[src/rtl/mips_bus_arbiter.sv]
// Two-master (data port m0, instruction fetch m1) to one-slave bus arbiter for a MIPS core.
// Optional macro MIPS_BUS_ARBITER_ROUND_ROBIN_EN enables round-robin tie-breaking; otherwise m0 has fixed priority.
module mips_bus_arbiter #(
   parameter int DATA_W = 32,
   parameter int ADDR_W = 32
) (
   input  logic                clk,
   input  logic                reset,
   input  logic                m0_read,
   input  logic                m0_write,
   input  logic [ADDR_W-1:0]   m0_address,
   input  logic [DATA_W-1:0]   m0_writedata,
   input  logic [DATA_W/8-1:0] m0_byteenable,
   output logic                m0_waitrequest,
   output logic [DATA_W-1:0]   m0_readdata,
   input  logic                m1_read,
   input  logic                m1_write,
   input  logic [ADDR_W-1:0]   m1_address,
   input  logic [DATA_W-1:0]   m1_writedata,
   input  logic [DATA_W/8-1:0] m1_byteenable,
   output logic                m1_waitrequest,
   output logic [DATA_W-1:0]   m1_readdata,
   output logic                s_read,
   output logic                s_write,
   output logic [ADDR_W-1:0]   s_address,
   output logic [DATA_W-1:0]   s_writedata,
   output logic [DATA_W/8-1:0] s_byteenable,
   input  logic                s_waitrequest,
   input  logic [DATA_W-1:0]   s_readdata,
   output logic                protocol_error
);

   typedef enum logic [1:0] {IDLE, GRANT0, GRANT1} state_t;

   state_t state_q;
   logic   perr_q;
   logic   req0, req1, pick1;

   assign req0 = m0_read | m0_write;
   assign req1 = m1_read | m1_write;

`ifdef MIPS_BUS_ARBITER_ROUND_ROBIN_EN
   // last_q = 1 means master 1 held the most recent grant, so master 0 wins the next tie.
   logic last_q;
   assign pick1 = req1 & (~req0 | ~last_q);
`else
   assign pick1 = req1 & ~req0;
`endif

   always_ff @(posedge clk or negedge reset) begin
      if (!reset) begin
         state_q <= IDLE;
         perr_q  <= 1'b0;
`ifdef MIPS_BUS_ARBITER_ROUND_ROBIN_EN
         last_q  <= 1'b1;
`endif
      end else begin
         case (state_q)
            IDLE: begin
               if (req0 | req1) begin
                  state_q <= pick1 ? GRANT1 : GRANT0;
`ifdef MIPS_BUS_ARBITER_ROUND_ROBIN_EN
                  last_q  <= pick1;
`endif
               end
            end
            GRANT0: begin
               if (m0_read & m0_write) perr_q <= 1'b1;
               // Leave on completion or when the master abandons its request.
               if (!req0 || !s_waitrequest) state_q <= IDLE;
            end
            GRANT1: begin
               if (m1_read & m1_write) perr_q <= 1'b1;
               if (!req1 || !s_waitrequest) state_q <= IDLE;
            end
            default: state_q <= IDLE;
         endcase
      end
   end

   // Slave-side mux follows the granted master combinationally; a write wins a read+write collision.
   always_comb begin
      s_read         = 1'b0;
      s_write        = 1'b0;
      s_address      = '0;
      s_writedata    = '0;
      s_byteenable   = '0;
      m0_waitrequest = 1'b1;
      m1_waitrequest = 1'b1;
      case (state_q)
         GRANT0: begin
            s_read         = m0_read & ~m0_write;
            s_write        = m0_write;
            s_address      = m0_address;
            s_writedata    = m0_writedata;
            s_byteenable   = m0_byteenable;
            m0_waitrequest = s_waitrequest;
         end
         GRANT1: begin
            s_read         = m1_read & ~m1_write;
            s_write        = m1_write;
            s_address      = m1_address;
            s_writedata    = m1_writedata;
            s_byteenable   = m1_byteenable;
            m1_waitrequest = s_waitrequest;
         end
         default: ;
      endcase
   end

   assign m0_readdata    = s_readdata;
   assign m1_readdata    = s_readdata;
   assign protocol_error = perr_q;

endmodule

[config.mk]
export PLATFORM = sky130hd
export DESIGN_NAME = mips_bus_arbiter
export DESIGN_NICKNAME = d
export VERILOG_FILES = /design/src/rtl/mips_bus_arbiter.sv
export SDC_FILE = /design/constraint.sdc
export NUM_CORES = 1
export LEC_CHECK = 0
export CORE_AREA = 2 2 122 124
export CTS_CLUSTER_DIAMETER = 80
export DETAILED_ROUTE_END_ITERATION = 10
export DIE_AREA = 0 0 124 126
export DONT_BUFFER_PORTS = 1
export HOLD_SLACK_MARGIN = 0.15
export SLEW_MARGIN = 30
export SYNTH_ARGS = -nofsm -noshare
export SYNTH_HDL_FRONTEND = slang
export SYNTH_SLANG_ARGS = --single-unit
export TNS_END_PERCENT = 5
[constraint.sdc]
create_clock -name clk -period 4.4 [get_ports clk]
set_clock_uncertainty 0.15 [all_clocks]
set_input_delay 0.88 -clock clk [delete_from_list [all_inputs] [get_ports clk]]
set_output_delay 0.88 -clock clk [all_outputs]
set_load 0.03 [all_outputs]
[Yosys cells after proc, flatten, opt, wreduce, memory -nomap -nowiden]
Cells that the tools add are included.
Word-level totals
  register bits: 3
  word-level logic and storage cells: 44
  output and inout bits: 137
  bits of input ports: 175
Operators by class
  reductions and logical operators: 9
  equal/unequal tests: 7
  bitwise gates (word level): 11
  mux-type cells: 15
Operators by type and width (number)
  $pmux W32 S2: 2
  $ne A2 B2 Y1 const B: 5
  $mux W2: 4
  $pmux W4 S2: 1
  $pmux W1 S2: 3
  $pmux W2 S3: 1
  $reduce_and A3 Y1: 2
  $and A1 B1 Y1: 5
  $mux W1: 4
  $logic_not A1 Y1: 3
  $not A1 Y1: 3
  $or A1 B1 Y1: 3
  $eq A2 B1 Y1 const B: 1
  $eq A2 B2 Y1 const B: 1
  $logic_not A2 Y1: 1
  $logic_or A1 B1 Y1: 2
  $reduce_bool A2 Y1: 1

[Depth between registers and ports, before layout]
  depth in word-level cells: 6
  mapped depth: 6
  mapped depth without buffers: 5

[Least setup slack after synthesis]
OpenSTA, ideal clock, no wires.
  path kind: flip-flop to output port
  start: register state_q[1]
  end: output port s_read
  required time: 3.370 ns
  arrival: 1.526 ns
  path buffers: 1
  stages on the path, launching flop included: 5
  slack: 1.844 ns
  cell sequence: dfrtp_1 > inv_1 > ha_1 > clkbuf_1 > a21boi_1
On the way
  longest elaborated chain between the ends: 2
  elaborated cells on any way between the ends: 3
  those cells by class: 2 x eq/ne; 1 x mux
RTL lines
  start, declared: line 35  | state_t state_q;
  start signal, assigned: line 61  | state_q <= pick1 ? GRANT1 : GRANT0;
  $eq A2 B2 Y1 / $eq A2 B1 Y1 (equally long branches): line 90  | case (state_q)
  $pmux W1 S2 *: line 90
  end, declared: line 23  | output logic s_read,
Every way passes the cells marked *; elsewhere a longest branch is shown, timed or not.

[Worst setup path in the final report]
  start: register state_q[0]
  end: output port s_writedata[10]
On the way
  longest elaborated chain between the ends: 2
  elaborated cells on any way between the ends: 3
  those cells by class: 2 x eq/ne; 1 x mux
RTL lines
  $eq A2 B2 Y1 / $eq A2 B1 Y1 (equally long branches): line 90
  $pmux W32 S2 *: line 90
  end, declared: line 26  | output logic [DATA_W-1:0] s_writedata,
Marks and branches as above.

==> results.toml <==
[status]
outcome = "finished, final reports clean"

[final_layout]
multi_input_area_um2 = 1164
stdcell_count = 359
utilization = 0.1115
n_fill_cell = 1674
final_area_um2 = 1595
num_antenna_cells = 0
drive_gt1_frac = 0.05143
final_nets = 355
area_delta_synth_final_pct = -13.21
regArea_um2 = 75.07

[routing]
vias = 1590
drc = 0
routed_wl_um = 5838
wl_per_cell_um = 16.26
dr.pass1.iters = 4
avgViaCountPerCell = 4.429
drt_iter0_markers = 94
drtAntennaViolNets = 0

[placement]
post_dp_cell_area_um2 = 1506
gp_congestion = 0.7646
place_inst = 355
place.port_buffers = 0
hpwlAfterDp_um = 4624

[yosys]
synthesis.area_um2 = 1838
synth-edff-count = 0
synth_flop_cell = "dfrtp_1"
yosysUniqueCellTypes = 23
synth_cells = 256
synth.area.top_cells = "a22oi_1, buf_4, nor2b_1"
synth-seq-cells = 3
syn-num-nets = 435
synth_top_area_frac = 0.2818
ys_seq_area_frac = 0.04084
ys_async_sr_fraction = 1.000
synth_common_cells = "a22oi_1, nor2b_1, buf_4"
yosysTopAreaCell = "a22oi_1"
postSynthAreaPerCell_um2 = 7.180
yosys_warnings = 0

[worst_hold_path]
holdCritPathClass = "primary input to async pin"

[floorplanning]
ioPinCount = 312
die_w_um = 124
core_area_um2 = 14310
row_count = 44
initial_core_util = 0.1284
die_area_um2 = 15620
fp.dieH_um = 126

[cts]
clk_pin_slew_ps = 30
htreeDepth = 1
root_buffer = "clkbuf_16"
postCtsHoldBufs = 0
cts_resized = 0
cts_tree = "done"
clock_latency_ps = 230
cts.sinks = 3
clockBufferDepth = 2
cts_buffers = 3
post_cts_buffers = 0

[worst_setup_path]
worstPathRequired_ps = 3370
r2r-start = "state_q[0]"
critPathCaptureType = "output port"
worstPathArrival_ps = 2400
r2r_slack_ps = 2480
start_kind = "register"
crit_type = "register to output port"
critPathMaxFanout = 39
rr_endpoint = "state_q[1]"
r2r_cells = 5

[global_routing]
overflow = 0
antenna_found_initial = 0
grt_max_degree = 71
grt_pass1_vias = 1410
grt_use_total = 0.06394
grt_pass1_wl_um = 7672

[timing]
hold_slack_ps = 199.3
tightest_slew_ps = 742.3
fin_crit_sh = 0.7792
maxSlewHeadroom = 0.5051
rsz0062_at_grt = "false"
finalHoldViolCount = 0
final.min_clock_period_ps = 3428
fin_tns_setup_ps = 0
setup_violations = 0
max_clock_freq_ghz = 0.2917
slew_viol_final = 0

[power_and_ir_drop]
clockPowerShare = 0.109
ir_worst_vdd_mv = 0.4529
power_density_nw_per_um2 = 842.8
internal_power_mw = 0.5048
p_seq_frac = 0.030
swShare = 0.6245
switchingPower_mw = 0.8396
comb_power_share = 0.861
power.leakage_nw = 0.4002

[run]
max_cap_violations = 0
-- state kept, by name (all words and copies together), names as in the netlist --
register / cells
state_q: 2
protocol_error: 1
-- cells by family (layout without fill, tap and decap cells) --
family | count (synthesis) | after routing | share of synthesized area
buffers and inverters | 89 | 8 | 0.3356
and+or+nand+nor | 80 | 80 | 0.2662
AOI/OAI and AO/OA | 79 | 79 | 0.3247
adders and majority gates | 4 | 4 | 0.02723
DFF | 3 | 3 | 0.04084
muxes | 1 | 1 | 0.005446
-- critical path, stage by stage (launching register included) --
cell and delay (ps):
dfrtp_1 390, inv_1 140, ha_2 690, buf_12 280
a22oi_1 120, nor2b_1 510
-- cells in the final DEF, fill, tap and decap left out, types with 2 or more instances in the layout --
cell type / netlist / final
a22oi_1: 69 / 69
buf_12: 0 / 2
clkbuf_16: 0 / 3
dfrtp_1: 3 / 3
ha_2: 0 / 2
inv_1: 2 / 2
nand2_1: 4 / 4
nand2b_1: 2 / 2
nand3b_1: 2 / 2
nor2_1: 2 / 2
nor2b_1: 69 / 69
o211a_1: 2 / 2
o21ai_0: 2 / 2
-- power by group through the flow --
stage	Combinational, mW	Clock (mW)	Sequential [mW]
floorplan	1.14	0	0.0395
CTS	1.16	0.148	0.0403
global placement	1.13	0	0.0405
detailed placement	1.16	0	0.0406
global route	1.26	0.151	0.0412
finish	1.16	0.146	0.0405
-- per-layer routing --
metal / GRT usage / part of all wire / wire length [um]
met1: 0.07030 / 0.34 / 1979
met2: 0.1076 / 0.47 / 2760
met5: 0 / 0 / 0
met3: 0.01359 / 0.13 / 749
met4: 0.04560 / 0.060 / 348
-- through the flow --
stage	setup slack [ps]	total power [mW]
2_1_floorplan	1844	1.180
5_1_grt	797.6	1.449
3_3_place_gp	1281	1.171
3_5_place_dp	1239	1.196
4_1_cts	996.8	1.346
6_report	971.6	1.344
-- cell type report --
type | count | area share
sequential | 3 | 0.04706
clock buffer | 4 | 0.04941
inverter | 2 | 0.004706
timing repair buffer | 2 | 0.02510
tap | 184 | 0.1443
multi-input combinational | 164 | 0.7294
-- worst max-delay path by stage --
stage / from / endpoint / slack [ps]
2_1_floorplan: state_q[1] / s_read / 1840
3_3_place_gp: state_q[0] / s_writedata[10] / 1280
3_5_place_dp: state_q[0] / s_writedata[10] / 1240
4_1_cts: state_q[0] / s_writedata[10] / 1000
5_1_grt: state_q[0] / s_writedata[10] / 800
6_report: state_q[0] / s_writedata[10] / 970
No activity file was read; power rests on OpenSTA's default activity.
